$ cat src/rtl/axi_wr_burst_master.sv
// AXI4 INCR write master: drains req_len FIFO beats as bursts of at most MAX_BURST beats (4 KB split when AXI_4K_SPLIT_EN is defined).
// First awvalid 3 cycles after the request edge; W beats follow fifo_empty/wready directly; done the cycle after the last B.
module axi_wr_burst_master #(
   parameter int ADDR_W    = 32,
   parameter int DATA_W    = 64,
   parameter int LSIZE     = 9,
   parameter int MAX_BURST = 256
) (
   input  logic                  clock,
   input  logic                  rst_n,
   input  logic [ADDR_W-1:0]     base_addr,
   input  logic                  frame_sync,
   input  logic                  burst_req,
   input  logic                  tail_req,
   input  logic [LSIZE-1:0]      req_len,
   output logic                  resp,
   output logic                  done,
   input  logic [DATA_W-1:0]     fifo_dout,
   input  logic                  fifo_empty,
   output logic                  fifo_rd,
   output logic [ADDR_W-1:0]     awaddr,
   output logic [7:0]            awlen,
   output logic [2:0]            awsize,
   output logic [1:0]            awburst,
   output logic                  awvalid,
   input  logic                  awready,
   output logic [DATA_W-1:0]     wdata,
   output logic [DATA_W/8-1:0]   wstrb,
   output logic                  wlast,
   output logic                  wvalid,
   input  logic                  wready,
   input  logic [1:0]            bresp,
   input  logic                  bvalid,
   output logic                  bready,
   output logic                  err
);

   localparam int BYTES  = DATA_W / 8;
   localparam int SIZE_L = $clog2(BYTES);
   localparam int BW     = $clog2(MAX_BURST + 1);

   typedef enum logic [2:0] {IDLE, ACK, CALC, AW, W, B, FIN} state_t;

   state_t            state;
   logic [ADDR_W-1:0] cur_addr;
   logic [LSIZE-1:0]  remain;
   logic [BW-1:0]     beats;
   logic [BW-1:0]     beat_cnt;
   logic              sync_pend;
   logic [BW-1:0]     calc_beats;
   logic              last_beat;

   // Burst size for the next sub-burst, evaluated from the registered remain/cur_addr.
   always_comb begin
      logic [31:0] lim;
      lim = 32'(MAX_BURST);
`ifdef AXI_4K_SPLIT_EN
      begin
         logic [31:0] to_4k;
         to_4k = (32'd4096 - 32'(cur_addr[11:0])) >> SIZE_L;
         if (to_4k < lim)
            lim = to_4k;
      end
`endif
      if (32'(remain) < lim)
         lim = 32'(remain);
      calc_beats = BW'(lim);
   end

   assign last_beat = (beat_cnt == beats - BW'(1));
   assign wvalid    = (state == W) && !fifo_empty;
   assign wdata     = fifo_dout;
   assign wlast     = wvalid && last_beat;
   assign fifo_rd   = wvalid && wready;
   assign awsize    = 3'(SIZE_L);
   assign awburst   = 2'b01;
   assign wstrb     = '1;

   always_ff @(posedge clock or negedge rst_n) begin
      if (!rst_n) begin
         state     <= IDLE;
         cur_addr  <= '0;
         remain    <= '0;
         beats     <= '0;
         beat_cnt  <= '0;
         sync_pend <= 1'b0;
         resp      <= 1'b0;
         done      <= 1'b0;
         awaddr    <= '0;
         awlen     <= '0;
         awvalid   <= 1'b0;
         bready    <= 1'b0;
         err       <= 1'b0;
      end else begin
         resp <= 1'b0;
         done <= 1'b0;
         if (frame_sync && state != IDLE)
            sync_pend <= 1'b1;
         // Clear first; an error response in the same cycle below overrides it.
         if (frame_sync)
            err <= 1'b0;

         case (state)
            IDLE: begin
               if (frame_sync || sync_pend) begin
                  cur_addr  <= base_addr;
                  sync_pend <= 1'b0;
               end
               if (burst_req || tail_req) begin
                  remain <= req_len;
                  resp   <= 1'b1;
                  state  <= ACK;
               end
            end
            ACK: begin
               if (remain == '0) begin
                  done  <= 1'b1;
                  state <= FIN;
               end else begin
                  state <= CALC;
               end
            end
            CALC: begin
               beats    <= calc_beats;
               awlen    <= 8'(calc_beats - BW'(1));
               awaddr   <= cur_addr;
               awvalid  <= 1'b1;
               beat_cnt <= '0;
               state    <= AW;
            end
            AW: begin
               if (awready) begin
                  awvalid <= 1'b0;
                  state   <= W;
               end
            end
            W: begin
               if (wvalid && wready) begin
                  beat_cnt <= beat_cnt + BW'(1);
                  if (last_beat) begin
                     bready <= 1'b1;
                     state  <= B;
                  end
               end
            end
            B: begin
               if (bvalid) begin
                  bready   <= 1'b0;
                  cur_addr <= cur_addr + (ADDR_W'(beats) << SIZE_L);
                  remain   <= remain - LSIZE'(beats);
                  if (bresp != 2'b00)
                     err <= 1'b1;
                  if (remain == LSIZE'(beats)) begin
                     done  <= 1'b1;
                     state <= FIN;
                  end else begin
                     state <= CALC;
                  end
               end
            end
            FIN: state <= IDLE;
            default: state <= IDLE;
         endcase
      end
   end

endmodule
$ cat config.mk
export PLATFORM = sky130hd
export DESIGN_NAME = axi_wr_burst_master
export DESIGN_NICKNAME = d
export VERILOG_FILES = /design/src/rtl/axi_wr_burst_master.sv
export SDC_FILE = /design/constraint.sdc
export NUM_CORES = 1
export LEC_CHECK = 0
export CAP_MARGIN = 20
export CORE_AREA = 2 2 120 122
export CTS_CLUSTER_SIZE = 16
export DETAILED_ROUTE_END_ITERATION = 7
export DIE_AREA = 0 0 122 124
export PLACE_DENSITY = 0.92
export SYNTH_ARGS = -nofsm -noshare
export SYNTH_HDL_FRONTEND = slang
export SYNTH_SLANG_ARGS = --single-unit
$ cat constraint.sdc
create_clock -name clock -period 7.4 [get_ports clock]
set_clock_uncertainty 0.1 [all_clocks]
set_input_delay 1.48 -clock clock [delete_from_list [all_inputs] [get_ports clock]]
set_output_delay 1.48 -clock clock [all_outputs]
set_load 0.02 [all_outputs]
==> results of run 1 <==
==> where the power goes <==
group	total, mW	switching, mW	internal, mW
Sequential	1.14	0.296	0.848
Clock	0.505	0.230	0.275
Combinational	1.80	1.04	0.761
==> through the flow <==
stage	util, %	hold slack, ns	cell area (um2)	std cells	power [mW]
after floorplan	-	0.339	6690	810	2.37
after global placement	52.8	0.345	7240	983	2.85
after detailed placement	52.8	0.362	7240	983	2.91
after CTS	55.0	0.375	7540	999	3.42
after global routing	55.1	0.401	7560	1000	3.71
final	55.1	0.373	7560	1000	3.45
==> sequential cells by signal, indices dropped and copies added (netlist names) <==
name       count
done           1
remain         9
state          3
beats          9
bready         1
cur_addr      32
resp           1
awvalid        1
err            1
awlen          8
beat_cnt       9
sync_pend      1
awaddr        32
==> critical path, stage by stage <==
cell and delay, ns:
clkdlybuf4s50_1 0.44, nor4b_2 0.31, nand2_1 0.18, inv_1 0.12, clkdlybuf4s50_1 0.61
==> placed cells by master, fill, tap and decap left out, types with 3 or more instances in the layout <==
cell and count:
o22a_1 3, nand3b_1 8, buf_4 7, nor2b_1 6, a2bb2oi_1 3, ha_1 20, a31oi_1 16, a21o_1 10
and3_1 8, or3_1 4, inv_1 19, a211oi_1 6, xnor2_1 12, nand4_1 4, clkbuf_16 9, o21ai_0 44
dfrtp_1 108, xor2_1 21, nor2_1 69, and2_1 5, nand2b_1 9, a21boi_0 3, nor4_1 4, nand3_1 20
conb_1 13, o211ai_1 3, nand2_1 168, nor3_1 12, a21oi_1 48, clkdlybuf4s50_1 98, o22ai_1 9
==> metal layers <==
layer / up-vias / GRT usage (%) / share of wire [%]
met2: 251 / 37.8 / 48
met4: 0 / 8.48 / 2.0
met1: 2756 / 30.2 / 42
met3: 38 / 5.31 / 8.1
met5: - / 0 / 0
li1: 2676 / - / -
==> cell type report <==
class,instances,area [um2]
sequential,108,2700
clock buffer,12,246
clock inverter,4,57.6
timing repair buffer,106,1050
inverter,19,71.3
tap,180,225
fill,1209,6160
multi-input combinational,571,3210
==> how the worst max path moves through the flow <==
stage,endpoint,startpoint,cells past startpoint
2_1_floorplan,fifo_rd,fifo_empty,3
3_3_place_gp,fifo_rd,fifo_empty,5
3_5_place_dp,fifo_rd,fifo_empty,5
4_1_cts,fifo_rd,fifo_empty,5
5_1_grt,fifo_rd,fifo_empty,5
6_report,fifo_rd,fifo_empty,5
==> cells by family after synthesis <==
group | Yosys count | share of synthesized area, %
compound gates | 165 | 15.3
simple gates | 336 | 22.9
other cells | 2 | 0.113
buf+inv | 131 | 12.0
flops | 108 | 40.6
fa+ha+maj | 22 | 4.36
xor+xnor | 33 | 4.34
mux | 2 | 0.320
==> results_dict.tcl, run 1 <==
set metrics [dict create \
    grt_pass1_vias 5492 \
    h-tree-depth 3 \
    dieArea_um2 15100 \
    firstDrtPassIters 8 \
    yosys_most_used_dff "dfrtp_1" \
    syn_area_per_cell_um2 8.33 \
    grt_max_degree 57 \
    clockBufferDepth 2 \
    async_flop_share_pct 100 \
    ys_ff_latch 108 \
    finalHoldViolCount 0 \
    synth_top_area_share_pct 40.6 \
    vdd_drop_max_v 0.000223 \
    final-setup-viol-count 0 \
    synth_top_cell_by_area "dfrtp_1" \
    post-place-ws_ns 2.67 \
    antenna_found_initial 0 \
    gp_congestion 0.939 \
    vias_per_cell 5.72 \
    period_needed_ns 4.72 \
    crit_type "in -> out" \
    r2r-end "state[0]" \
    worstPathRequired_ns 5.82 \
    clock-root-buffer "clkbuf_16" \
    hold_path_depth 2 \
    worstHoldStart "awaddr[18]" \
    routed-via-count 5721 \
    num_io_pins 241 \
    r2r-start "state[0]" \
    ys_types 64 \
    hp-class "reg -> reg" \
    areaGrowthSynthToFinish_pct 13.7 \
    netlist_instances 799 \
    clk_transition_reported_paths_ns 0.07 \
    setup_ws_ns 2.68 \
    synth_area_um2 6650 \
    finalNetCount 953 \
    overflow 0 \
    core_um2 13700 \
    synth_common_cells "nand2_1, dfrtp_1, buf_4, nor2_1, a21oi_1" \
    max-cap-violations 0 \
    initial_utilization_pct 48.5 \
    ctsResizeCount 0 \
    maxSlewViolCount 0 \
    tns_ns 0 \
    io_buffers 99 \
    diodes 0 \
    max_freq_mhz 212 \
    cts_inserted_buffers 9 \
    track_usage_pct 23.2 \
    drive_above_1_share_pct 4.76 \
    insertion_delay_ns 0.37 \
    ant_nets 0 \
    p_leak_nw 3.31 \
    path_max_fanout 5 \
    wl_mm 16.9 \
    die_y_um 124 \
    cp-start-kind "input pin" \
    post_drt_wl_per_cell_um 16.9 \
    drt-initial-drc-count 585 \
    synthMostInstantiatedCell "nand2_1" \
    synth_warnings 0 \
    rows 43 \
    min_to "awaddr[18]" \
    cts.sinks 108 \
    post-route-period-util_pct 63.8 \
    cts_tree "yes" \
    cp.arrival_ns 3.14 \
    grt_setup_unrepaired "false" \
    seq_area_frac_synth_pct 40.6 \
    die_w_um 122 \
    p_per_area_nw_per_um2 456 \
    synthTopCellsByArea "dfrtp_1, nand2_1, buf_4" \
    reg2reg_slack_ns 4.38 \
    grt_pass1_wl_mm 27.3 \
    synth_edf_count 0 \
    max-slew-margin-rel_pct 44.1 \
    outcome "finished clean" \
    ctsHoldBuffers 0 \
    drc 0 \
    end_kind "primary output" \
    tightest_slew_ns 0.838 \
    place_hpwl_mm 11.7 \
    post_cts_buffers 0 \
    reg2reg_depth 7 \
]
(Power assumes the default switching activity.)
==> run 2: changes to the inputs <==
--- a/config.mk
+++ b/config.mk
@@ -6,11 +6,11 @@
 export NUM_CORES = 1
 export LEC_CHECK = 0
 export CAP_MARGIN = 20
-export CORE_AREA = 2 2 120 122
+export CORE_AREA = 2 2 124 126
 export CTS_CLUSTER_SIZE = 16
 export DETAILED_ROUTE_END_ITERATION = 7
-export DIE_AREA = 0 0 122 124
-export PLACE_DENSITY = 0.92
+export DIE_AREA = 0 0 126 128
+export PLACE_DENSITY = 0.88
 export SYNTH_ARGS = -nofsm -noshare
 export SYNTH_HDL_FRONTEND = slang
 export SYNTH_SLANG_ARGS = --single-unit
==> constraint.sdc (replaced) <==
create_clock -name clock -period 4.4 [get_ports clock]
set_clock_uncertainty 0.1 [all_clocks]
set_input_delay 0.88 -clock clock [delete_from_list [all_inputs] [get_ports clock]]
set_output_delay 0.88 -clock clock [all_outputs]
set_load 0.02 [all_outputs]
==> results_dict.tcl, run 2 (same netlist as run 1, synthesis figures left out) <==
set metrics [dict create \
    outcome "finished clean" \
    cp-start-kind "flop" \
    grt_pass1_wl_mm 26.6 \
    post-route-period-util_pct 90.3 \
    crit_family "simple AND/OR/NAND/NOR gates" \
    drc 0 \
    hold_path_depth 2 \
    tns_ns 0 \
    initial_utilization_pct 44.8 \
    core_um2 14900 \
    p_leak_nw 3.33 \
    multi_input_area_um2 3210 \
    worstPathRequired_ns 3.42 \
    overflow 0 \
    maxSlewViolCount 0 \
    cts.sinks 108 \
    crit_type "reg -> out" \
    end_kind "primary output" \
    n_fill_cell 1358 \
    post_cts_buffers 0 \
    cts_tree "yes" \
    worstHoldStart "awlen[3]" \
    critPathSlowestCell "clkdlybuf4s50_1" \
    final_cell_mix "nand2_1, dfrtp_1, clkdlybuf4s50_1" \
    clock-root-buffer "clkbuf_16" \
    tightest_slew_ns 0.798 \
    crit_chain "inv_1 > ha_1 > nor3b_2 > or4b_1 > nand2_1 > nand3_2 > nor2_1 > and2_1 > clkdlybuf4s50_1" \
    p_per_area_nw_per_um2 764 \
    ant_nets 0 \
    drt-initial-drc-count 521 \
    wl_mm 16.7 \
    period_needed_ns 3.97 \
    max-cap-violations 0 \
    routed-via-count 5668 \
    ctsResizeCount 0 \
    cp.arrival_ns 2.99 \
    final_area_um2 7600 \
    grt_pass1_vias 5333 \
    finalNetCount 957 \
    io_buffers 99 \
    drive_above_1_share_pct 5.22 \
    firstDrtPassIters 5 \
    reg2reg_slack_ns 1.44 \
    clockBufferDepth 2 \
    largestRegisters "awaddr (32), cur_addr (32)" \
    final-setup-viol-count 0 \
    post_drt_wl_per_cell_um 16.5 \
    track_usage_pct 20.6 \
    cts_inserted_buffers 9 \
    clk_transition_reported_paths_ns 0.07 \
    hp-class "reg -> reg" \
    ctsHoldBuffers 0 \
    die_y_um 128 \
    vdd_drop_max_v 0.000364 \
    worst-path-buf-inv 2 \
    areaGrowthSynthToFinish_pct 14.3 \
    place_hpwl_mm 12.0 \
    vias_per_cell 5.61 \
    reg2reg_depth 7 \
    r2r-start "state[0]" \
    path_max_fanout 7 \
    antenna_found_initial 0 \
    grt_setup_unrepaired "false" \
    placed_area_um2 7290 \
    diodes 0 \
    die_w_um 126 \
    min_to "awlen[3]" \
    final_common_cell "nand2_1" \
    grt_max_degree 55 \
    dieArea_um2 16100 \
    gp_congestion 0.919 \
    max-slew-margin-rel_pct 46.8 \
    insertion_delay_ns 0.36 \
    rows 45 \
    finalHoldViolCount 0 \
    max_stage_delay_ns 0.60 \
    num_io_pins 241 \
    h-tree-depth 3 \
    max_freq_mhz 252 \
    seqCellArea_um2 2700 \
    r2r-end "state[0]" \
]
==> run 2: cell count changes in the layout (fill, tap and decap cells not counted) <==
cell | previous run | this run
buf_6 | 0 | 1
buf_4 | 7 | 10
inv_8 | 1 | 0
clkbuf_1 | 2 | 1
clkbuf_8 | 1 | 2
==> run 2: how the worst max path moves through the flow <==
stage | start | to | slack [ns] | cells past startpoint
detailed placement | beats[1] | wlast | 0.81 | 9
finish | beats[1] | wlast | 0.43 | 9
floorplan | beats[1] | wlast | 1.51 | 8
global placement | beats[1] | wlast | 0.86 | 9
CTS | beats[1] | wlast | 0.41 | 9
global route | beats[1] | wlast | 0.24 | 10
==> run 2: final cells by class <==
class,count,share of cell area [%]
Clock inverter,3,0.609
Tap cell,188,3.09
Inverter,19,0.938
Sequential cell,108,35.5
Clock buffer,12,3.37
Multi-Input combinational cell,571,42.2
Timing Repair Buffer,110,14.3
==> run 2: report_power, final <==
part	internal [mW]	switching (mW)	leakage (nW)
Sequential	1.43	0.493	1.31
Clock	0.471	0.368	0.145
Combinational	1.30	1.75	1.88
==> run 2: tightest hold or removal path: stages (launching register included) <==
cell and delay (ns):
dfrtp_1 0.34, nand2_1 0.05, nand2_1 0.05
==> run 2: metal layers <==
| layer | wire length, um | global-route usage (%) |
|---|---|---|
| met2 | 7810 | 33.4 |
| met5 | 0 | 0 |
| met4 | 287 | 6.21 |
| met3 | 1140 | 4.97 |
| met1 | 7430 | 27.5 |
==> run 2: metrics by stage <==
step,std cells,util [%],setup WS (ns),hold WS [ns],power (mW)
floorplan,810,-,1.51,0.339,3.99
global placement,995,49.0,0.859,0.349,4.86
finish,1011,51.2,0.426,0.368,5.81
global route,1011,51.2,0.237,0.401,6.24
CTS,1010,51.1,0.414,0.372,5.79
detailed placement,995,49.0,0.808,0.357,4.93
==> RTL edit 1, RTL diff (settings of run 1) <==
Register the output `err` once more, with the module's reset; this adds one clock of latency there. The other outputs are not delayed to match.
--- a/src/rtl/axi_wr_burst_master.sv
+++ b/src/rtl/axi_wr_burst_master.sv
@@ -42,2 +42,4 @@
    typedef enum logic [2:0] {IDLE, ACK, CALC, AW, W, B, FIN} state_t;
+
+   logic err_s0;
 
@@ -92,3 +94,3 @@
          bready    <= 1'b0;
-         err       <= 1'b0;
+         err_s0    <= 1'b0;
       end else begin
@@ -100,3 +102,3 @@
          if (frame_sync)
-            err <= 1'b0;
+            err_s0 <= 1'b0;
 
@@ -151,3 +153,3 @@
                   if (bresp != 2'b00)
-                     err <= 1'b1;
+                     err_s0 <= 1'b1;
                   if (remain == LSIZE'(beats)) begin
@@ -166,2 +168,10 @@
 
+   always_ff @(posedge clock or negedge rst_n) begin
+      if (!rst_n) begin
+         err <= '0;
+      end else begin
+         err <= err_s0;
+      end
+   end
+
 endmodule
Formal check against the unedited RTL: not equivalent (Yosys sat finds a counterexample within 10 cycles, from zero or initial values and one cycle with rst_n low).
==> RTL edit 1 against run 1 <==
  * Count of clock-buffer cells in the layout is 3 lower
  * Die area stayed put
  * Cell area is 0.17% higher
  * Core utilization is 0.091 points higher
  * Critical path depth is 4 higher
  * Synthesized area is 0.79% higher
  * Setup slack worse by 0.14 ns
  * Largest cell class unchanged
  * Critical path type is now reg -> out
  * Routed wire length is 0.49% lower
  * Total power is 2.0% higher
  * Via count is 2.1% higher
  * Sequential cell count is 1 higher
==> RTL edit 1: results (changes against run 1) <==
status complete, no violations; Seq cells post-synth 109 (+0.93%); Non-clk bufs 104 (-1.9%); routed wl met3 1.289 mm (-5.7%); Vias 5841 (+2.1%); Vias/cell 5.772 (+0.89%); number of library cell types mapped by synthesis 57 (-11%); Non-Clock Buffer Area Fraction 0.1354 (-0.003865); Signal inverters 21 (+2); Post-DP HPWL 11.82 mm (+0.76%); initial DRC count 492 (-16%); placed cells 996 (+1.3%); first-pass GRT wire length 27.39 mm (+0.33%); routed wl met2 7.724 mm (-4.4%); area post-placement 0.007272 mm2 (+0.47%); P_comb 0.00187 W (+4%); nets 965 (+1.3%); VDD IR max 211.0 uV (-5.4%); register area 0.002728 mm2 (+0.93%); Worst EP arrival 3.28 ns (+0.14 ns); post-synthesis adder-cell area fraction 0.04329 (-0.0003420); comb_multi_in 582 (+1.9%); met2 usage 0.3638 (-0.01466); drt total wl 16.77 mm (-0.49%); Metal-1 WL 7.343 mm (+3.9%); mux contribution to synthesized area 0.001493 (-0.001704); switch share 0.4652 (+0.01157); Post-synth top cells nand2_1, dfrtp_1, buf_4, nor2_1, a21oi_1; fraction of layout cells with a size suffix above 1 0.03486 (-0.01271); Slew Limit Headroom 0.2982 (-0.1429); latest clock arrival within the worst-skew pair 0.35 ns (-0.02 ns); global routing met1 resource utilization 0.3115 (+0.009456); clk tree area frac 0.03997 (-0.0002315); CLK BUF 9 (-3); P&R area growth vs syn 12.97%; Fill cells 1224 (+1.2%); Leakage 3.354 nW (+1.2%); post-synthesis xor/xnor area fraction 0.03396 (-0.009484); Placer Congestion 0.8838 (-5.9%); register area share after synthesis 0.4068 (+0.0005482); top post-synthesis cells by area dfrtp_1, nand2_1, buf_4; Crit path largest cell delay 0.59 ns (-0.02 ns); crit-path max FO 7 (+2); fraction of area in multi-input gates 0.4243 (+0.0004564); TritonRoute pass-1 iters 7 (-1)
==> RTL edit 1: final timing paths <==
kind                                 startpoint                        to  slack (ns)  cells after the start
max in group asynchronous                 rst_n     awaddr[1]$_DFFE_PN0P_        4.97                      2
hold / removal                 err_s0$_DFF_PN0_             err$_DFF_PN0_        0.28                      0
min in group asynchronous                 rst_n     awaddr[2]$_DFFE_PN0P_        1.03                      1
setup reg to reg           beats[0]$_DFFE_PN0P_  cur_addr[27]$_DFFE_PN0P_        4.12                      9
hold reg to reg                err_s0$_DFF_PN0_             err$_DFF_PN0_        0.28                      0
setup / recovery           beats[1]$_DFFE_PN0P_                     wlast        2.54                      9
==> RTL edit 1: per-stage QoR <==
stage / hold slack (ns) / worst slack (ns)
after floorplan: 0.2537 / 3.587
after global placement: 0.2605 / 2.780
after detailed placement: 0.2645 / 2.702
after CTS: 0.2809 / 2.543
after global routing: 0.3068 / 2.336
final: 0.2816 / 2.545
==> RTL edit 2, RTL diff (settings of run 1) <==
Made on the original files. Change the parameter `MAX_BURST` from 256 to 1024.
--- a/src/rtl/axi_wr_burst_master.sv
+++ b/src/rtl/axi_wr_burst_master.sv
@@ -6,3 +6,3 @@
    parameter int LSIZE     = 9,
-   parameter int MAX_BURST = 256
+   parameter int MAX_BURST = 1024
 ) (
Check against the original RTL: not equivalent (Yosys sat finds a counterexample within 4 cycles, from zero or initial values and one cycle with rst_n low).
==> RTL edit 2 against run 1 <==
  * Synthesized area up 0.58%
  * Sequential share of layout area up 0.51 points
  * Total power up 0.22%
  * Clock power down 4.6%
  * Routed wire length down 1.7%
  * Cell area up 0.41%
  * Via count down 1.3%
  * Sequential cell count up 2
  * Setup slack worse by 0.16 ns
==> RTL edit 2: results (changes against run 1) <==
status complete, no violations; crit-path max FO 8 (+3); routed wl met2 7.627 mm (-5.6%); Reg2Reg Depth 7 (unchanged); nets 950 (-0.31%); Hold Slack 0.3728 ns (-0.0005560 ns); placed cells 979 (-0.41%); largest net degree at the start of global routing 63 (+11%); Finished Layout Cells 997 (-0.30%); Worst R2R Start beats[4]$_DFFE_PN0P_; Vias/cell 5.663 (-1.0%); Fill cells 1205 (-0.33%); switch share 0.4573 (+0.003765); R2R Setup Slk 4.37 ns (about the same); global routing met1 resource utilization 0.3215 (+0.01945); Post-DP HPWL 11.72 mm (-0.12%); area post-placement 0.007276 mm2 (+0.52%); CTS clk-pin slew, worst paths 0.07 ns (about the same); Worst EP arrival 3.30 ns (+0.16 ns); vias in the first global route 5371 (-2.2%); VDD IR max 216.3 uV (-3.1%); top flop regs awaddr (32), cur_addr (32), beat_cnt (11); number of library cell types mapped by synthesis 63 (-1.6%); Hold Path Stages 2 (unchanged); initial DRC count 542 (-7.4%); GR Util All Layers 0.2273 (-0.004318); hold path endpoint awaddr[2]$_DFFE_PN0P_; average cell area after synthesis 8.406 um2 (+0.96%); GR Util met3 0.04533 (-0.007784); Post-synth top cells nand2_1, dfrtp_1, buf_4, a21oi_1, nor2_1; Worst R2R End cur_addr[18]$_DFFE_PN0P_; top post-synthesis cells by area dfrtp_1, nand2_1, buf_4; fraction of layout cells with a size suffix above 1 0.04529 (-0.002273); Slew Limit Headroom 0.4775 (+0.03642); Metal-1 WL 7.200 mm (+1.9%); register area share after synthesis 0.4114 (+0.005125); first-pass GRT wire length 27.13 mm (-0.61%); Crit path largest cell delay 0.75 ns (+0.14 ns); routed wl met3 1.427 mm (+4.4%); share of total power in combinational logic 0.530 (+0.008); hold path start cur_addr[2]$_DFFE_PN0P_; DR WL/cell 16.62 um (-1.4%); met2 usage 0.3527 (-0.02584)
-- RTL edit 2: cell types whose count changed in the layout (fill, tap and decap cells not counted), sizes merged, moves of 4 or more --
cell | before | now
nor2 | 71 | 48
nand2 | 169 | 187
a31oi | 16 | 8
nand3b | 8 | 1
xnor2 | 12 | 18
and3 | 8 | 12
mux2i | 1 | 5
xor2 | 21 | 17
-- RTL edit 2: layout make-up --
type | instances | area, um2 | area share
Multi-Input combinational cell | 572 | 3227 | 0.4249
Tap cell | 180 | 225.2 | 0.02966
Timing Repair Buffer | 105 | 1046 | 0.1377
Inverter | 14 | 52.55 | 0.006920
Sequential cell | 110 | 2753 | 0.3625
Clock buffer | 10 | 239.0 | 0.03147
Clock inverter | 6 | 51.30 | 0.006756
-- RTL edit 2: kinds of logic (layout without fill, tap and decap cells) --
logic type      Yosys count  after routing  synth area share
compound gates          170            170            0.1591
xor+xnor                 35             35           0.04581
fa+ha+maj                22             22           0.04338
buf+inv                 125            135            0.1137
flops                   110            110            0.4114
mux                       6              6          0.009162
other cells               2             13          0.001122
simple gates            326            326            0.2163
-- RTL edit 2: per-stage QoR --
stage	worst slack, ns	power, W
after floorplan	3.448	0.002399
after global placement	2.548	0.002876
after detailed placement	2.525	0.002937
after CTS	2.526	0.003430
after global routing	2.413	0.003748
final	2.520	0.003457
-- RTL edit 2: worst max-delay path by stage --
stage | end | depth (start not counted) | from
after floorplan | wlast | 2 | fifo_empty
after global placement | fifo_rd | 4 | fifo_empty
after detailed placement | fifo_rd | 4 | fifo_empty
after CTS | fifo_rd | 4 | fifo_empty
after global routing | wlast | 6 | beats[1]$_DFFE_PN0P_
final | fifo_rd | 4 | fifo_empty
-- RTL edit 2: worst max-delay path: cells and delay by family --
family / cells / cell delay (ns)
buffers and inverters: 2 / 1.18
and+or+nand+nor: 2 / 0.64
